[config.mk]
export PLATFORM = sky130hd
export DESIGN_NAME = stream_arb2_rr
export DESIGN_NICKNAME = d
export VERILOG_FILES = /design/src/rtl/stream_arb2_rr_pkg.sv /design/src/rtl/mux2.sv /design/src/rtl/stream_arb2_rr_pick2.sv /design/src/rtl/stream_arb2_rr.sv
export SDC_FILE = /design/constraint.sdc
export NUM_CORES = 1
export LEC_CHECK = 0
export BUFFER_PORTS_ARGS = -buffer_cell sky130_fd_sc_hd__buf_4
export CAP_MARGIN = 30
export CORE_MARGIN = 5
export CORE_UTILIZATION = 48
export CTS_BUF_LIST = sky130_fd_sc_hd__clkbuf_16
export DETAILED_ROUTE_END_ITERATION = 6
export PLACE_DENSITY = 0.86
export SLEW_MARGIN = 20
export SYNTH_ARGS = -nofsm -noshare
export SYNTH_HDL_FRONTEND = slang
export SYNTH_HIERARCHICAL = 1
export SYNTH_SLANG_ARGS = --single-unit
[constraint.sdc]
create_clock -name clk -period 5.6 [get_ports clk]
set_clock_uncertainty 0.2 [all_clocks]
set_input_delay 1.12 -clock clk [delete_from_list [all_inputs] [get_ports clk]]
set_output_delay 1.12 -clock clk [all_outputs]
set_load 0.01 [all_outputs]
[src/rtl/stream_arb2_rr_pkg.sv]
// Shared types for the two-input round-robin stream arbiter.
package stream_arb2_rr_pkg;
    localparam int unsigned N_SRC = 2;
    localparam int unsigned SRC_W = $clog2(N_SRC);
    typedef logic [SRC_W-1:0] src_t;
endpackage

[src/rtl/mux2.sv]
// Generic 2:1 data multiplexer; ins packs {in1, in0}.
module mux2 #(
    parameter int WIDTH = 32
) (
    input  logic [2*WIDTH-1:0] ins,
    input  logic               sel,
    output logic [WIDTH-1:0]   out
);
    assign out = sel ? ins[2*WIDTH-1:WIDTH] : ins[WIDTH-1:0];
endmodule

[src/rtl/stream_arb2_rr_pick2.sv]
// Two-input round-robin pick node: prio breaks ties, a lone requester always wins.
// Purely combinational so wider trees can chain these nodes.
module rr_pick2 (
    input  logic v0,
    input  logic v1,
    input  logic prio,
    output logic gnt_valid,
    output logic gnt
);
    always_comb begin
        gnt_valid = v0 | v1;
        gnt       = v1;
        if (v0 && v1) begin
            gnt = prio;
        end
    end
endmodule

[src/rtl/stream_arb2_rr.sv]
// Purpose: round-robin merge of two valid/ready streams into one registered output.
// Latency: 1 cycle from acceptance to out_*; full throughput with out_ready held high.
// Backpressure: out_valid && !out_ready (or flush) drops both readys the same cycle; no skid.
module stream_arb2_rr
    import stream_arb2_rr_pkg::*;
#(
    parameter int WIDTH = 32
) (
    input  logic             clk,
    input  logic             rst_aL,
    input  logic             flush,
    input  logic             in0_valid,
    input  logic [WIDTH-1:0] in0_data,
    output logic             in0_ready,
    input  logic             in1_valid,
    input  logic [WIDTH-1:0] in1_data,
    output logic             in1_ready,
    output logic             out_valid,
    output logic [WIDTH-1:0] out_data,
    output logic             out_src,
    input  logic             out_ready
);
    logic             out_valid_q, out_valid_d;
    logic [WIDTH-1:0] out_data_q, out_data_d;
    src_t             out_src_q, out_src_d;
    src_t             prio_q, prio_d;

    logic             load;
    logic             gnt_valid;
    logic             gnt;
    logic [WIDTH-1:0] mux_dat;

    rr_pick2 u_pick (
        .v0        (in0_valid),
        .v1        (in1_valid),
        .prio      (prio_q),
        .gnt_valid (gnt_valid),
        .gnt       (gnt)
    );

    mux2 #(.WIDTH(WIDTH)) u_mux (
        .ins ({in1_data, in0_data}),
        .sel (gnt),
        .out (mux_dat)
    );

    // The register can take a new entry when empty or draining this cycle.
    assign load      = !flush && (!out_valid_q || out_ready);
    assign in0_ready = load && in0_valid && (gnt == 1'b0);
    assign in1_ready = load && in1_valid && (gnt == 1'b1);

    always_comb begin
        out_valid_d = out_valid_q;
        out_data_d  = out_data_q;
        out_src_d   = out_src_q;
        prio_d      = prio_q;
        if (flush) begin
            out_valid_d = 1'b0;
        end else if (load) begin
            if (gnt_valid) begin
                out_valid_d = 1'b1;
                out_data_d  = mux_dat;
                out_src_d   = gnt;
                prio_d      = ~gnt;
            end else begin
                out_valid_d = 1'b0;
            end
        end
    end

    always_ff @(posedge clk or negedge rst_aL) begin
        if (!rst_aL) begin
            out_valid_q <= 1'b0;
            out_data_q  <= '0;
            out_src_q   <= '0;
            prio_q      <= '0;
        end else begin
            out_valid_q <= out_valid_d;
            out_data_q  <= out_data_d;
            out_src_q   <= out_src_d;
            prio_q      <= prio_d;
        end
    end

    assign out_valid = out_valid_q;
    assign out_data  = out_data_q;
    assign out_src   = out_src_q;
endmodule

**Word level (Yosys, flattened, before mapping)**

Cells that the tools add are included.
W data, S select, Z words.

- Multiplexer cells: 5
- Bitwise logic cells: 3
- Reduce and logical (&&, ||, !) cells: 11

Operator list:

| kind | count |
|---|---|
| $mux W32 | 1 |
| $logic_and A1 B1 Y1 | 6 |
| $mux W1 | 4 |
| $reduce_and A3 Y1 | 1 |
| $logic_not A1 Y1 | 2 |
| $not A1 Y1 | 2 |
| $reduce_bool A2 Y1 | 1 |
| $logic_or A1 B1 Y1 | 1 |
| $or A1 B1 Y1 | 1 |

- Bits in registers: 35
- Output and inout bits: 36
- Word-level logic and storage cells: 23

**Depth between registers and ports, before layout**

- Depth after elaboration: 5
- Gate-level depth with buffers: 6
- Gate-level depth less buffers: 4

**Hierarchy**

The synthesis kept the hierarchy.

By module, submodules not included:

| module | times used | cells an instance | area each (µm²) | seq. area each (µm²) |
|---|---|---|---|---|
| stream_arb2_rr | 1 | 80 | 1,352.5 | 875.8 |
| mux2 | 1 | 36 | 544.3 | 0.0 |
| rr_pick2 | 1 | 3 | 17.5 | 0.0 |

**Worst setup path after synthesis**

Ideal clock, no wire load.

- Path type: input to output
- Start point: input port in1_valid
- End point: output port in0_ready
- Data arrival time: 1.783 ns
- Required time: 4.280 ns
- Setup slack: 2.497 ns
- Cell stages on the path: 2
- Path buffers: 0
- Cell sequence: a21boi_1 nor4b_1

- Word-level cells in the longest chain between the ends: 4

RTL lines:

| element | RTL line | text |
|---|---|---|
| start: declaration | stream_arb2_rr.sv:15 | `input logic in1_valid,` |
| $logic_and A1 B1 Y1 | stream_arb2_rr_pick2.sv:13 | `if (v0 && v1) begin` |
| $mux W1 * | stream_arb2_rr_pick2.sv:13 |  |
| $not A1 Y1 * | stream_arb2_rr.sv:49 | `assign in0_ready = load && in0_valid && (gnt == 1'b0);` |
| $logic_and A1 B1 Y1 * | stream_arb2_rr.sv:49 |  |
| end: declaration | stream_arb2_rr.sv:14 | `output logic in0_ready,` |

Mark *: on every way between the ends. The rest lies on a longest branch, timed or not.

**Worst setup path in the final report**

- Start point: input port in1_valid
- End point: output port in0_ready

- Word-level cells in the longest chain between the ends: 4

RTL lines:

| element | RTL line | text |
|---|---|---|
| $logic_and A1 B1 Y1 | stream_arb2_rr_pick2.sv:13 |  |
| $mux W1 * | stream_arb2_rr_pick2.sv:13 |  |
| net gnt | stream_arb2_rr.sv:30 | `logic gnt;` |
| $not A1 Y1 * | stream_arb2_rr.sv:49 |  |
| $logic_and A1 B1 Y1 * | stream_arb2_rr.sv:49 |  |

The timed path passes the listed nets; every way through them passes the cells marked *.

==> results_dict.tcl <==
set metrics [dict create \
    nNetsFinal 296 \
    drv_cap 0 \
    dpl_cell_area_um2 2690 \
    avgSynthCellArea_um2 16.1 \
    tightest_slew_ns 0.575 \
    viasPerCell 4.83 \
    ys.warnings.count 6 \
    htreeDepth 2 \
    multi_input_area_um2 937 \
    startpoint_type "input port" \
    post-route-period-util_pct 57.3 \
    slowest_delay_ns 0.33 \
    register_area_um2 876 \
    syn_to_final_growth_pct 47.3 \
    wl_met1_mm 1.50 \
    synth_ff_type "dfrtp_1" \
    met3_length_um 484 \
    syn_area_um2 1910 \
    cts_resized 0 \
    ios 106 \
    holdWs_ns 0.306 \
    syn-num-nets 189 \
    critical_path_class "input port to output port" \
    n_fill_cell 286 \
    yosysUniqueCellTypes 15 \
    num_vias 1334 \
    crit_chain "buf_4, a21boi_4, nor4b_1, buf_4" \
    cts_tree "built" \
    finalSetupViolCount 0 \
    crit_required_ns 4.28 \
    layout-drive-gt1-share_pct 80.1 \
    route.detailed.drc 0 \
    dp_hpwl_mm 3.35 \
    p_leak_uw 0.00141 \
    die_x_um 73.2 \
    grt_pass1_vias 1446 \
    synth-seq-cells 35 \
    power.density_nw_per_um2 307 \
    portBuffers 105 \
    gp_congestion 0.795 \
    grt-ovfl-total 0 \
    yosysSeqAreaShare_pct 45.8 \
    cpMaxStageDelayCell "nor4b_1" \
    crit_path_end_kind "output port" \
    rsz0062_at_grt "false" \
    netlist_top_cells_count "dfrtp_1, mux2_2, mux2_4" \
    clkSinkCount 35 \
    yosysTopAreaCell "dfrtp_1" \
    antenna_found_initial 0 \
    status "finished clean" \
    synth_enable_flop_cells 0 \
    yosysTopAreaCellShare_pct 45.8 \
    hold_class "register to register" \
    routed-wl-met2_mm 2.30 \
    path_buf_inv 2 \
    drt.antenna.violating_nets 0 \
    grt_pass1_wl_mm 6.82 \
    crit_family "simple AND/OR/NAND/NOR gates" \
    die_y_um 73.2 \
    highest_layer "met4" \
    power_uw 865 \
    slew_headroom_pct 61.7 \
    root_buffer "clkbuf_16" \
    drv_slew 0 \
    core_area_um2 3940 \
    postCtsSetupRepairBufs 0 \
    hold_viol_final 0 \
    worst-path-max-fanout 3 \
    first_pass_iters 3 \
    synth.area.top_cells "dfrtp_1, mux2_4, mux2_2" \
    drt_wl_total_mm 4.33 \
    antenna_cells 0 \
    fin_tns_setup_ns 0 \
    worstPathArrival_ns 1.89 \
    insertion_delay_ns 0.27 \
    final_area_um2 2820 \
    cts_buffers 5 \
    drt_iter0_markers 31 \
    cts_hold_buf 0 \
    start_util_pct 48.6 \
    post_synth_inst_count 119 \
    grt_max_degree 36 \
    cpMostUsedCell "buf_4" \
    rows 23 \
    ir_worst_vdd_uv 176 \
    cts_buffer_depth 2 \
    wl_per_cell_um 15.7 \
    clkTransAtPathRegs_ns 0.05 \
    period_minus_slack_ns 3.21 \
    dieArea_um2 5350 \
    max_freq_ghz 0.312 \
    grt_usage_pct 16.7 \
    async_reset_ff_share_pct 100 \
]
sequential cells by signal, indices dropped and copies added (netlist names):
| signal | cells |
|---|---|
| out_src | 1 |
| out_valid | 1 |
| out_data | 32 |
| prio_q | 1 |
through the flow:
stage	utilization (%)	worst slack, ns	cells
finish	71.5	2.39	276
global route	71.5	2.34	276
CTS	71.5	2.38	276
detailed placement	68.1	2.38	269
global placement	68.1	2.46	269
floorplan	-	2.50	119
metal layers:
metal | track usage, % | up-vias
met5 | 0 | -
met4 | 6.15 | 0
met3 | 5.92 | 5
met2 | 29.6 | 62
met1 | 18.2 | 630
li1 | - | 637
layout by cell type, fill, tap and decap left out, types with 2 or more instances in the layout:
cell and count:
buf_4 107, mux2_2 35, dfrtp_1 35, mux2_4 30
clkbuf_16 5, nor2_1 2, inv_1 2
power breakdown:
| group | leakage (µW) | total (µW) | switching, µW | internal [µW] |
|---|---|---|---|---|
| sequential | 0.000410 | 334 | 27.6 | 306 |
| combinational | 0.000934 | 283 | 105 | 178 |
| clock | 0.0000671 | 248 | 88.9 | 159 |
| total | 0.00141 | 865 | 221 | 643 |
logic make-up after synthesis:
family	after synthesis	synth area share, %
multiplexers	66	44.6
flip-flops	35	45.8
buffers and inverters	9	5.88
AND/OR/NAND/NOR	8	3.33
AO/OA/AOI/OAI	1	0.392
area by class of cell:
cell class	instances	share of cell area, %
repair buffers	107	28.5
flip-flops and latches	35	31.1
inverters	2	0.266
clock buffers	5	4.44
clock inverters	2	0.311
multi-input cells	75	33.2
well taps	50	2.22
final timing paths:
kind                                    from            to  slack, ns  cells past startpoint
min in group asynchronous             rst_aL   out_data[8]       0.59                      1
max in group asynchronous             rst_aL  out_data[17]       4.30                      1
worst max register to register        prio_q  out_data[29]       3.52                      5
worst min register to register  out_data[16]  out_data[16]       0.31                      1
worst max-delay path               in1_valid     in0_ready       2.39                      4
worst min-delay path            out_data[16]  out_data[16]       0.31                      1
Note: power is estimated with default switching activity, not from simulation.
